--- config.mk ---
export PLATFORM = sky130hd
export DESIGN_NAME = i2c_reg_slave
export DESIGN_NICKNAME = d
export VERILOG_FILES = /design/src/rtl/i2c_pkg.sv /design/src/rtl/i2c_sync_edge.sv /design/src/rtl/i2c_reg_slave.sv
export SDC_FILE = /design/constraint.sdc
export NUM_CORES = 1
export LEC_CHECK = 0
export ABC_CLOCK_PERIOD_IN_PS = 8300
export BUFFER_PORTS_ARGS = -buffer_cell sky130_fd_sc_hd__buf_2
export CAP_MARGIN = 0
export CORE_MARGIN = 4
export CORE_UTILIZATION = 50
export CTS_CLUSTER_DIAMETER = 40
export DETAILED_ROUTE_END_ITERATION = 6
export HOLD_SLACK_MARGIN = 0.08
export PLACE_DENSITY = 0.72
export SLEW_MARGIN = 10
export SYNTH_ARGS = -nofsm -noshare
export SYNTH_HDL_FRONTEND = slang
export SYNTH_SLANG_ARGS = --single-unit
--- constraint.sdc ---
create_clock -name clk -period 8.3 [get_ports clk]
set_input_delay 0.83 -clock clk [delete_from_list [all_inputs] [get_ports clk]]
set_output_delay 0.83 -clock clk [all_outputs]
set_load 0.02 [all_outputs]
--- src/rtl/i2c_pkg.sv ---
// Shared types and constants for the I2C target and master blocks.
package i2c_pkg;

    localparam int I2C_ADDR_W = 7;
    localparam int I2C_BYTE_W = 8;

    typedef enum logic [2:0] {
        IDLE,
        ADDR,
        ADDR_ACK,
        WR_BYTE,
        WR_ACK,
        RD_BYTE,
        RD_MACK,
        IGNORE
    } i2c_state_t;

    // Width of a register pointer for a register file of num_regs entries.
    function automatic int ptr_width(input int num_regs);
        return (num_regs > 1) ? $clog2(num_regs) : 1;
    endfunction

endpackage

--- src/rtl/i2c_sync_edge.sv ---
// Bus input synchroniser with START/STOP and SCL edge detection.
// Events are registered, so a bus edge shows up SYNC_STAGES+1 clk later.
module i2c_sync_edge #(
    parameter int SYNC_STAGES = 2
) (
    input  logic clk,
    input  logic rst,
    input  logic scl_i,
    input  logic sda_i,
    output logic sda_s_o,
    output logic start_o,
    output logic stop_o,
    output logic scl_rise_o,
    output logic scl_fall_o
);

    logic [SYNC_STAGES-1:0] scl_sync_q, sda_sync_q;
    logic scl_s, sda_s;
    logic scl_prev_q, sda_prev_q;
    logic start_q, stop_q, rise_q, fall_q;

    assign scl_s = scl_sync_q[SYNC_STAGES-1];
    assign sda_s = sda_sync_q[SYNC_STAGES-1];

    // Synchronise the bus lines and flag edges against the previous sample.
    always_ff @(posedge clk or posedge rst) begin
        if (rst) begin
            scl_sync_q <= '1;
            sda_sync_q <= '1;
            scl_prev_q <= 1'b1;
            sda_prev_q <= 1'b1;
            start_q    <= 1'b0;
            stop_q     <= 1'b0;
            rise_q     <= 1'b0;
            fall_q     <= 1'b0;
        end else begin
            scl_sync_q <= {scl_sync_q[SYNC_STAGES-2:0], scl_i};
            sda_sync_q <= {sda_sync_q[SYNC_STAGES-2:0], sda_i};
            scl_prev_q <= scl_s;
            sda_prev_q <= sda_s;
            start_q    <= scl_s & scl_prev_q & sda_prev_q & ~sda_s;
            stop_q     <= scl_s & scl_prev_q & ~sda_prev_q & sda_s;
            rise_q     <= scl_s & ~scl_prev_q;
            fall_q     <= ~scl_s & scl_prev_q;
        end
    end

    // sda_prev_q lines up with the registered events, so it is the bit to sample.
    assign sda_s_o    = sda_prev_q;
    assign start_o    = start_q;
    assign stop_o     = stop_q;
    assign scl_rise_o = rise_q;
    assign scl_fall_o = fall_q;

endmodule

--- src/rtl/i2c_reg_slave.sv ---
// I2C target with an internal register file, auto-incrementing pointer,
// repeated START support and silent handling of other addresses.
module i2c_reg_slave
    import i2c_pkg::*;
#(
    parameter logic [I2C_ADDR_W-1:0] SLAVE_ADDRESS = 7'h21,
    parameter int NUM_REGS    = 16,
    parameter int SYNC_STAGES = 2
) (
    input  logic                           clk,
    input  logic                           rst,
    input  logic                           scl_i,
    input  logic                           sda_i,
    output logic                           scl_o,
    output logic                           sda_o,
    output logic [NUM_REGS*I2C_BYTE_W-1:0] regs_o,
    output logic                           wr_strobe,
    output logic [$clog2(NUM_REGS)-1:0]    wr_idx,
    output logic                           rd_strobe,
    output logic                           busy
);

    localparam int PW = ptr_width(NUM_REGS);

    logic sda_s, start_ev, stop_ev, rise_ev, fall_ev;

    i2c_state_t state_q, state_d;
    logic [3:0] cnt_q, cnt_d;
    logic [I2C_BYTE_W-1:0] shift_q, shift_d, rx_byte;
    logic [PW-1:0] ptr_q, ptr_d, wr_idx_q;
    logic sda_q, sda_d, busy_q, busy_d, first_q, first_d, mack_q, mack_d;
    logic rd_strobe_q, rd_strobe_d, wr_en_d, wr_strobe_q;
    logic [NUM_REGS-1:0][I2C_BYTE_W-1:0] regs_q;

    i2c_sync_edge #(.SYNC_STAGES(SYNC_STAGES)) u_sync (
        .clk        (clk),
        .rst        (rst),
        .scl_i      (scl_i),
        .sda_i      (sda_i),
        .sda_s_o    (sda_s),
        .start_o    (start_ev),
        .stop_o     (stop_ev),
        .scl_rise_o (rise_ev),
        .scl_fall_o (fall_ev)
    );

    // Byte as it stands once the bit on the current rising edge is shifted in.
    assign rx_byte = {shift_q[I2C_BYTE_W-2:0], sda_s};

    // Next-state logic; START/STOP override any data edge in the same clk.
    always_comb begin
        state_d     = state_q;
        cnt_d       = cnt_q;
        shift_d     = shift_q;
        ptr_d       = ptr_q;
        sda_d       = sda_q;
        busy_d      = busy_q;
        first_d     = first_q;
        mack_d      = mack_q;
        rd_strobe_d = 1'b0;
        wr_en_d     = 1'b0;
        if (start_ev) begin
            state_d = ADDR;
            cnt_d   = '0;
            sda_d   = 1'b1;
        end else if (stop_ev) begin
            state_d = IDLE;
            sda_d   = 1'b1;
            busy_d  = 1'b0;
        end else begin
            unique case (state_q)
                ADDR: begin
                    if (rise_ev && cnt_q < 4'd8) begin
                        shift_d = rx_byte;
                        cnt_d   = cnt_q + 4'd1;
                    end else if (fall_ev && cnt_q == 4'd8) begin
                        cnt_d = '0;
                        if (shift_q[7:1] == SLAVE_ADDRESS) begin
                            state_d = ADDR_ACK;
                            sda_d   = 1'b0;
                            busy_d  = 1'b1;
                        end else begin
                            state_d = IGNORE;
                        end
                    end
                end
                ADDR_ACK: begin
                    if (fall_ev) begin
                        if (shift_q[0]) begin
                            state_d     = RD_BYTE;
                            shift_d     = regs_q[ptr_q];
                            sda_d       = regs_q[ptr_q][7];
                            rd_strobe_d = 1'b1;
                        end else begin
                            state_d = WR_BYTE;
                            sda_d   = 1'b1;
                            first_d = 1'b1;
                        end
                    end
                end
                WR_BYTE: begin
                    if (rise_ev && cnt_q < 4'd8) begin
                        shift_d = rx_byte;
                        cnt_d   = cnt_q + 4'd1;
                        if (cnt_q == 4'd7) begin
                            first_d = 1'b0;
                            if (first_q) begin
                                ptr_d = rx_byte[PW-1:0];
                            end else begin
                                wr_en_d = 1'b1;
                                ptr_d   = ptr_q + 1'b1;
                            end
                        end
                    end else if (fall_ev && cnt_q == 4'd8) begin
                        state_d = WR_ACK;
                        sda_d   = 1'b0;
                        cnt_d   = '0;
                    end
                end
                WR_ACK: begin
                    if (fall_ev) begin
                        state_d = WR_BYTE;
                        sda_d   = 1'b1;
                    end
                end
                RD_BYTE: begin
                    if (fall_ev) begin
                        if (cnt_q == 4'd7) begin
                            state_d = RD_MACK;
                            sda_d   = 1'b1;
                            cnt_d   = '0;
                        end else begin
                            shift_d = {shift_q[I2C_BYTE_W-2:0], 1'b0};
                            sda_d   = shift_q[I2C_BYTE_W-2];
                            cnt_d   = cnt_q + 4'd1;
                        end
                    end
                end
                RD_MACK: begin
                    // Pointer advances on every byte sent, ACKed or not.
                    if (rise_ev) begin
                        mack_d = ~sda_s;
                        ptr_d  = ptr_q + 1'b1;
                    end else if (fall_ev) begin
                        if (mack_q) begin
                            state_d     = RD_BYTE;
                            shift_d     = regs_q[ptr_q];
                            sda_d       = regs_q[ptr_q][7];
                            rd_strobe_d = 1'b1;
                        end else begin
                            state_d = IGNORE;
                        end
                    end
                end
                default: ;
            endcase
        end
    end

    // Protocol state registers; reset releases SDA immediately.
    always_ff @(posedge clk or posedge rst) begin
        if (rst) begin
            state_q     <= IDLE;
            cnt_q       <= '0;
            shift_q     <= '0;
            ptr_q       <= '0;
            sda_q       <= 1'b1;
            busy_q      <= 1'b0;
            first_q     <= 1'b0;
            mack_q      <= 1'b0;
            rd_strobe_q <= 1'b0;
        end else begin
            state_q     <= state_d;
            cnt_q       <= cnt_d;
            shift_q     <= shift_d;
            ptr_q       <= ptr_d;
            sda_q       <= sda_d;
            busy_q      <= busy_d;
            first_q     <= first_d;
            mack_q      <= mack_d;
            rd_strobe_q <= rd_strobe_d;
        end
    end

    // Register file write port with its commit strobe.
    always_ff @(posedge clk or posedge rst) begin
        if (rst) begin
            regs_q      <= '0;
            wr_strobe_q <= 1'b0;
            wr_idx_q    <= '0;
        end else begin
            wr_strobe_q <= wr_en_d;
            if (wr_en_d) begin
                regs_q[ptr_q] <= rx_byte;
                wr_idx_q      <= ptr_q;
            end
        end
    end

    assign scl_o     = 1'b1;
    assign sda_o     = sda_q;
    assign regs_o    = regs_q;
    assign wr_strobe = wr_strobe_q;
    assign wr_idx    = wr_idx_q;
    assign rd_strobe = rd_strobe_q;
    assign busy      = busy_q;

endmodule

==> After elaboration in Yosys (flattened, before gate mapping) <==
Cells that the tools add are included.
{ "totals": {"regBits": 167, "input_bits": 4, "out_inout_bits": 137, "word_cells": 194} }
{ "op_classes": {"addsub": 2, "magnitude_cmp": 3, "eq_ne": 37, "mux": 82, "n_bitwise": 13, "reduce_logical": 21} }
{ "ops": {"columns": ["cell", "n"], "rows": [
  ["bitwise mux 128 bit", 1],
  ["two-way mux 8 bit", 10],
  ["two-way mux 3 bit", 14],
  ["two-way mux 4 bit", 10],
  ["two-way mux 1 bit", 37],
  ["binary-select mux 8 bit (select 4 bit)", 1],
  ["demux 8 bit (select 4 bit)", 1],
  ["!= test 4 x 2 -> 1 bit (second input constant)", 8],
  ["one-hot mux 8 bit (4 select lines)", 1],
  ["AND reduction 11 bit", 2],
  ["!= test 4 x 1 -> 1 bit (second input constant)", 5],
  ["one-hot mux 3 bit (6 select lines)", 1],
  ["one-hot mux 4 bit (2 select lines)", 2],
  ["!= test 2 x 1 -> 1 bit (second input constant)", 7],
  ["!= test 2 bit (second input constant)", 7],
  ["AND reduction 12 bit", 1],
  ["AND reduction 10 bit", 1],
  ["nonzero test 2 bit", 5],
  ["equality test 3 bit (second input constant)", 3],
  ["adder 4 x 1 -> 4 bit (second input constant)", 2],
  ["AND reduction 4 bit", 2],
  ["nonzero test 8 bit", 1],
  ["AND 1 bit", 7],
  ["equality test 7 x 6 -> 1 bit (second input constant)", 1],
  ["19 further kinds", 28]
]} }

==> Depth between registers and ports, before layout <==
Gate-level depths: netlist of run 1.
{ "logic_depth": {"depth_word": 8, "depth_mapped": 8, "depth_no_buf": 7} }

==> Cells and area by module <==
From an unflattened synthesis of run 1, not the netlist that was laid out.
{ "unflattened": {"hier_cells": 590, "area_unflattened_um2": 8023.9} }
{ "by_module_without_submodules": {"columns": ["module", "cells_per_inst", "area_per_inst_um2", "n_inst"], "rows": [
  ["i2c_reg_slave", 575, 7729.9, 1],
  ["i2c_sync_edge", 15, 294.0, 1]
]} }

==> Least setup slack after synthesis of run 1 <==
OpenSTA, ideal clock, no wires.
{ "synth_path": {"path_type": "register to register", "from": "register ptr_q[0]", "to": "register shift_q[2]", "arrival_time_ns": 2.159, "setup_ns": 0.137, "required_ns": 8.163, "slack_ns": 6.004, "period_less_slack_ns": 2.296, "path_stages_with_launch": 7, "path_cell_list": "dfrtp_1 -> clkbuf_1 -> buf_2 -> mux4_2 -> mux4_2 -> a22oi_1 -> a21oi_1"} }
{ "synth_between": {"elab_chain_cells": 6, "word_cells_on_any_way": 8} }
{ "synth_lines": {"columns": ["item", "line_no", "text"], "rows": [
  ["start: declaration", "i2c_reg_slave.sv:30", "logic [PW-1:0] ptr_q, ptr_d, wr_idx_q;"],
  ["start signal: assignment", "i2c_reg_slave.sv:176", "ptr_q <= ptr_d;"],
  ["binary-select mux 8 bit (select 4 bit) (*)", "i2c_reg_slave.sv:91, i2c_reg_slave.sv:147", null],
  ["two-way mux 8 bit (not written as such) (*)", "i2c_reg_slave.sv:91, i2c_reg_slave.sv:147", null],
  ["two-way mux 8 bit", "i2c_reg_slave.sv:145", "if (mack_q) begin"],
  ["two-way mux 8 bit", "i2c_reg_slave.sv:144", "end else if (fall_ev) begin"],
  ["two-way mux 8 bit", "i2c_reg_slave.sv:141", "if (rise_ev) begin"],
  ["one-hot mux 8 bit (4 select lines) (*)", "i2c_reg_slave.sv:71", "unique case (state_q)"],
  ["end signal: assignment", "i2c_reg_slave.sv:175", "shift_q <= shift_d;"],
  ["end: declaration", "i2c_reg_slave.sv:29", "logic [I2C_BYTE_W-1:0] shift_q, shift_d, rx_byte;"]
]} }
Mark *: on every way between the ends. The rest lies on a longest branch, timed or not. The select of a mux whose other input is x is not followed.
A chain may end at the register's enable or synchronous reset.

==> Final worst setup path of run 1 <==
{ "layout_path": {"from": "register state_q[0]", "to": "register regs_q, in the netlist regs_o[33]"} }
{ "layout_between": {"elab_chain_cells": 4} }
{ "layout_lines": {"columns": ["item", "line_no", "text"], "rows": [
  ["start: declaration", "i2c_reg_slave.sv:27", "i2c_state_t state_q, state_d;"],
  ["start signal: assignment", "i2c_reg_slave.sv:173", "state_q <= state_d;"],
  ["equality test 3 x 2 -> 1 bit", "i2c_reg_slave.sv:71", null],
  ["two-way mux 1 bit", "i2c_reg_slave.sv:71", null],
  ["two-way mux 1 bit", "i2c_reg_slave.sv:66", "end else if (stop_ev) begin"],
  ["two-way mux 1 bit", "i2c_reg_slave.sv:62", "if (start_ev) begin"],
  ["end signal: indexed assignment", "i2c_reg_slave.sv:194", "regs_q[ptr_q] <= rx_byte;"],
  ["end: declaration", "i2c_reg_slave.sv:33", "logic [NUM_REGS-1:0][I2C_BYTE_W-1:0] regs_q;"]
]} }
No other way between the ends.

==> results of run 1 <==
state kept, by name (all words and copies together) (netlist names), 2 cells and up:
name               flops
cnt_q                  4
shift_q                8
regs_o               128
u_sync.sda_sync_q      2
state_q                3
wr_idx                 4
ptr_q                  4
u_sync.scl_sync_q      2
synthesized netlist by cell type, types with 4 or more instances:
cell type	number	share of area (%)
nand3_2	9	1.1
nor2_1	16	0.74
ha_1	6	0.92
nor3b_1	4	0.37
nand2b_1	6	0.46
inv_1	12	0.55
clkbuf_1	16	0.74
mux4_2	38	10
and2_1	4	0.31
clkbuf_8	4	0.67
dlygate4sd3_1	4	0.49
mux2_2	122	17
o21ai_0	24	1.5
nand2_1	16	0.74
nor2b_1	10	0.77
nand3_1	9	0.55
a21oi_1	22	1.3
dfstp_2	7	2.3
dfrtp_1	160	49
mux2_1	7	0.96
nor3_1	5	0.31
a22oi_1	9	0.83
buf_2	9	0.55
nand2_2	4	0.31
power groups by stage:
stage	registers (mW)	clock network, mW	logic [mW]
floorplan	0.858	0	0.158
global placement	0.931	0	0.0790
detailed placement	0.934	0	0.0821
CTS	0.919	0.831	0.0825
global route	0.929	0.860	0.0928
finish	0.919	0.821	0.0821
cells by family after synthesis:
| family | Yosys count | share of synthesized area, % |
|---|---|---|
| fa+ha+maj | 6 | 0.9188 |
| compound gates | 74 | 5.513 |
| mux | 170 | 28.62 |
| other cells | 1 | 0.04590 |
| simple gates | 111 | 9.066 |
| buf+inv | 56 | 4.579 |
| flops | 167 | 51.26 |
cell type report:
type,count,share of cell area [%]
Clock inverter,9,1.587
Multi-Input combinational cell,362,38.20
Sequential cell,167,44.27
Inverter,13,0.5686
Tap cell,216,2.856
Timing Repair Buffer,143,7.670
Clock buffer,23,4.840
path summary, 6_finish.rpt:
| kind | endpoint | slack (ns) | cells past startpoint |
|---|---|---|---|
| worst max-delay path | regs_o[33] | 5.08 | 5 |
| worst min-delay path | u_sync.scl_sync_q[1] | 0.36 | 0 |
| worst max register to register | regs_o[33] | 5.08 | 5 |
| worst min register to register | u_sync.scl_sync_q[1] | 0.36 | 0 |
| max in group asynchronous | ptr_q[0] | 6.14 | 3 |
| min in group asynchronous | u_sync.scl_fall_o | 0.56 | 2 |
per-layer routing:
layer,vias to the layer above,wire [µm],global-route usage [%]
met2,243,10300,36.70
met3,32,1547,4.922
li1,2417,-,-
met5,-,0,0
met1,2928,9675,35.88
met4,0,457,8.007
through the flow:
step                      setup WS [ns]  cell area [µm²]  cells  hold slack [ns]
after floorplan                   2.963             8170    585           0.3452
after global placement            5.301             8853    901           0.3457
after detailed placement          5.238             8853    901           0.3472
after CTS                         5.166             9462    933           0.3553
after global routing              5.003             9462    933           0.3611
final                             5.080             9462    933           0.3557
==> flow_metrics.tcl, run 1 <==
set metrics [dict create \
    status "finished clean" \
    holdBufCountCts 0 \
    fmax_mhz 310.5 \
    grt_pass1_vias 5594 \
    cts_buffers 17 \
    antenna_found_initial 0 \
    crit_chain "nand2b_1, or4b_1, nor2b_2, nand3_2, mux2_2" \
    maxCapViolations 0 \
    crit_type "reg2reg" \
    antenna_left 0 \
    start_kind "flop" \
    nFillCells 1268 \
    sequentialPowerShare_pct 50.5 \
    ctsResizeCount 0 \
    gp_congestion 0.8324 \
    finalPower_mw 1.822 \
    drive_gt1_share_pct 50.91 \
    syn_to_final_growth_pct 15.80 \
    finClkSkew_ns 0.009900 \
    clk_path_buf_depth 2 \
    multiInputGateArea_um2 3615 \
    cp-startpoint "state_q[0]" \
    initial_utilization_pct 51.25 \
    drt-vias-per-instance 6.024 \
    syn_nets 595 \
    antenna_cells 0 \
    holdCritPathClass "reg2reg" \
    tns_ns 0 \
    fin_crit_ns 3.220 \
    cts_tree "built" \
    netlist_area_um2 8170 \
    slowest_stage "or4b_1" \
    drt_iter0_markers 425 \
    synthFlopType "dfrtp_1" \
    dr.pass1.iters 5 \
    path_max_fanout 21 \
    synth_cell_type_count 65 \
    routed_wl_mm 21.98 \
    seq_area_frac_synth_pct 51.26 \
    final_cell_mix "dfrtp_1, buf_2, mux2_2, mux4_2, o21ai_0" \
    postCtsSetupRepairBufs 0 \
    peakVddDrop_mv 0.1590 \
    final_util_pct 59.35 \
    setup_viol 0 \
    required_ns 8.60 \
    hp-start "u_sync.scl_sync_q[0]" \
    grt_max_degree 90 \
    postSynthCellCount 585 \
    hpwl_mm 14.91 \
    h-tree-depth 4 \
    cts_root_buffer "clkbuf_16" \
    cellLeakagePower_nw 4.749 \
    slew_viol_final 0 \
    route.detailed.drc 0 \
    rsz0062_at_grt "no" \
    grt_pass1_wl_mm 33.73 \
    combPwrFrac_pct 4.5 \
    groute.usage.overall_pct 24.39 \
    switching_share_pct 24.44 \
    port_buffers 139 \
    cp.arrival_ns 3.52 \
    nNetsFinal 714 \
    fp.dieArea_um2 18450 \
    hold_viol_final 0 \
    num_rows 46 \
    overflow 0 \
    ys_warn_count 0 \
    num_vias 5620 \
    async_reset_ff_share_pct 100.0 \
    clkPwrFrac_pct 45.0 \
    cpPeakStageDelay_ns 0.75 \
    clock_latency_ns 0.42 \
    fp.dieW_um 135.8 \
    r2r-start "state_q[0]" \
    clk_pin_slew_ns 0.07 \
    tightest_slew_ns 1.071 \
    finalCritPeriodShare_pct 38.80 \
    critPathCaptureType "flop" \
    regArea_um2 4189 \
    crit_family "simple AND/OR/NAND/NOR gates" \
    fp.dieH_um 135.8 \
    p_sw_uw 445.3 \
    wl_per_cell_um 23.56 \
    p_per_area_nw_per_um2 192.6 \
    synth_edf_count 0 \
    critPathBufInv 0 \
    avgSynthCellArea_um2 13.97 \
    final_common_cell "dfrtp_1" \
    synth.ff_latch_count 167 \
    ios 141 \
    coreArea_um2 15940 \
    relSlewSlack_pct 27.91 \
    p_int_mw 1.377 \
    clkSinkCount 167 \
]
Note: power is estimated with default switching activity, not from simulation.
==> run 2, diff against run 1 <==
ABC_CLOCK_PERIOD_IN_PS = 2650   (was 8300)
PLACE_DENSITY = 0.75   (was 0.72)
clock period = 2.65 ns   (was 8.3 ns; I/O delays follow)
==> run 2 against run 1 <==
  * Final cell count grew 2.6%
  * Critical path type unchanged
  * Critical endpoint is now regs_o[7]
  * Largest power group unchanged
  * Highest routed layer unchanged
  * Via count is 2.3% higher
  * Final area grew 2.4%
==> flow_metrics.tcl, run 2 (synthesis results as in run 1) <==
set metrics [dict create \
    cts_tree "built" \
    drive_gt1_share_pct 52.77 \
    cpPeakStageDelay_ns 0.45 \
    h-tree-depth 4 \
    slew_viol_final 0 \
    num_rows 46 \
    nFillCells 1274 \
    gp_congestion 0.8892 \
    finClkSkew_ns 0.01098 \
    clk_pin_slew_ns 0.07 \
    route.detailed.drc 0 \
    clock_latency_ns 0.43 \
    worst_hold_slack_ns 0.3600 \
    postCtsSetupRepairBufs 0 \
    hold_viol_final 0 \
    tns_ns 0 \
    clkPwrFrac_pct 43.2 \
    holdBufCountCts 3 \
    fin_crit_ns 2.532 \
    holdPathEnd "u_sync.sda_sync_q[1]" \
    combPwrFrac_pct 7.8 \
    whs_path_depth 0 \
    switching_share_pct 26.87 \
    final_cell_mix "dfrtp_1, buf_2, mux2_2, mux4_2, o21ai_0" \
    initial_utilization_pct 51.25 \
    clkSinkCount 167 \
    relSlewSlack_pct 43.34 \
    finalCritPeriodShare_pct 95.54 \
    holdCritPathClass "reg2reg" \
    fp.dieH_um 135.8 \
    fp.dieW_um 135.8 \
    routed_wl_mm 22.62 \
    cellLeakagePower_nw 4.877 \
    status "finished clean" \
    drt_iter0_markers 509 \
    groute.usage.overall_pct 25.54 \
    num_vias 5752 \
    required_ns 2.96 \
    dr.pass1.iters 5 \
    r2r-end "regs_o[7]" \
    fmax_mhz 395.0 \
    hp-start "u_sync.sda_sync_q[0]" \
    largest_register_ff_count 128 \
    setup_viol 0 \
    p_sw_mw 1.527 \
    coreArea_um2 15940 \
    slowest_stage "or4b_1" \
    critPathCaptureType "flop" \
    p_per_area_nw_per_um2 586.6 \
    grt_max_degree 73 \
    r2r-start "u_sync.stop_o" \
    fp.dieArea_um2 18450 \
    stdcell_count 957 \
    clk_path_buf_depth 2 \
    port_buffers 139 \
    rrSetupSlack_ns 0.12 \
    crit_type "reg2reg" \
    ctsResizeCount 0 \
    antenna_cells 0 \
    peakVddDrop_mv 0.5291 \
    crit_chain "and4bb_1, or4b_1, buf_4, nor3_4, nand3_2, mux2_1" \
    cp.arrival_ns 2.84 \
    cts_buffers 17 \
    grt_pass1_vias 5967 \
    start_kind "flop" \
    antenna_left 0 \
    grt_pass1_wl_mm 35.46 \
    hpwl_mm 16.28 \
    reg2reg_depth 6 \
    overflow 0 \
    path_max_fanout 8 \
    rsz0062_at_grt "no" \
    maxCapViolations 0 \
    ios 141 \
    nNetsFinal 740 \
    syn_to_final_growth_pct 18.56 \
    dp.cells 924 \
    wl_per_cell_um 23.64 \
    sequentialPowerShare_pct 49.0 \
    antenna_found_initial 0 \
    tightest_slew_ns 0.8480 \
    final_common_cell "dfrtp_1" \
    cts_root_buffer "clkbuf_16" \
    p_int_mw 4.156 \
    drt-vias-per-instance 6.010 \
]
[run 2: area by class of cell]
cell class / count / area, µm² / share of cell area (%)
multi-input cells: 362 / 3615 / 37.32
well taps: 216 / 270.3 / 2.790
repair buffers: 169 / 991.0 / 10.23
flip-flops and latches: 167 / 4189 / 43.24
clock buffers: 17 / 425.4 / 4.392
inverters: 13 / 52.55 / 0.5425
clock inverters: 13 / 143.9 / 1.485
[run 2: through the flow]
stage	power (mW)	setup WS [ns]	cell area, µm²	util, %
2_1_floorplan	3.182	0.2640	8174	-
3_3_place_gp	3.246	0.2104	9087	57.00
3_5_place_dp	3.269	0.1827	9087	57.00
4_1_cts	5.701	0.1414	9687	60.76
5_1_grt	5.889	0.02650	9687	60.76
6_report	5.683	0.1182	9687	60.76
[run 2: metal layers]
metal  part of all wire [%]  global-route usage (%)
met5                      0                       0
met4                    1.8                   6.831
met3                    7.7                   6.884
met2                     51                   41.65
met1                     40                   34.22
[run 2: worst max-delay path by stage]
stage / to / start / depth (start not counted)
after CTS: regs_o[23] / u_sync.stop_o / 6
after global routing: regs_o[76] / u_sync.stop_o / 6
final: regs_o[7] / u_sync.stop_o / 6
after detailed placement: regs_o[76] / u_sync.stop_o / 6
after floorplan: busy / rst / 1
after global placement: regs_o[76] / u_sync.stop_o / 6
[run 2: critical path: cells and delay by family (launching register included)]
kind	cells	cell delay, ns
buffers and inverters	1	0.19
AND/OR/NAND/NOR	4	1.37
flip-flops	1	0.43
multiplexers	1	0.41
[run 2: power groups by stage]
| stage | sequential (mW) | clock [mW] | combinational, mW |
|---|---|---|---|
| after floorplan | 2.69 | 0 | 0.495 |
| after detailed placement | 2.83 | 0 | 0.439 |
| after CTS | 2.78 | 2.47 | 0.447 |
| final | 2.78 | 2.45 | 0.446 |
| after global placement | 2.82 | 0 | 0.424 |
| after global routing | 2.80 | 2.59 | 0.499 |
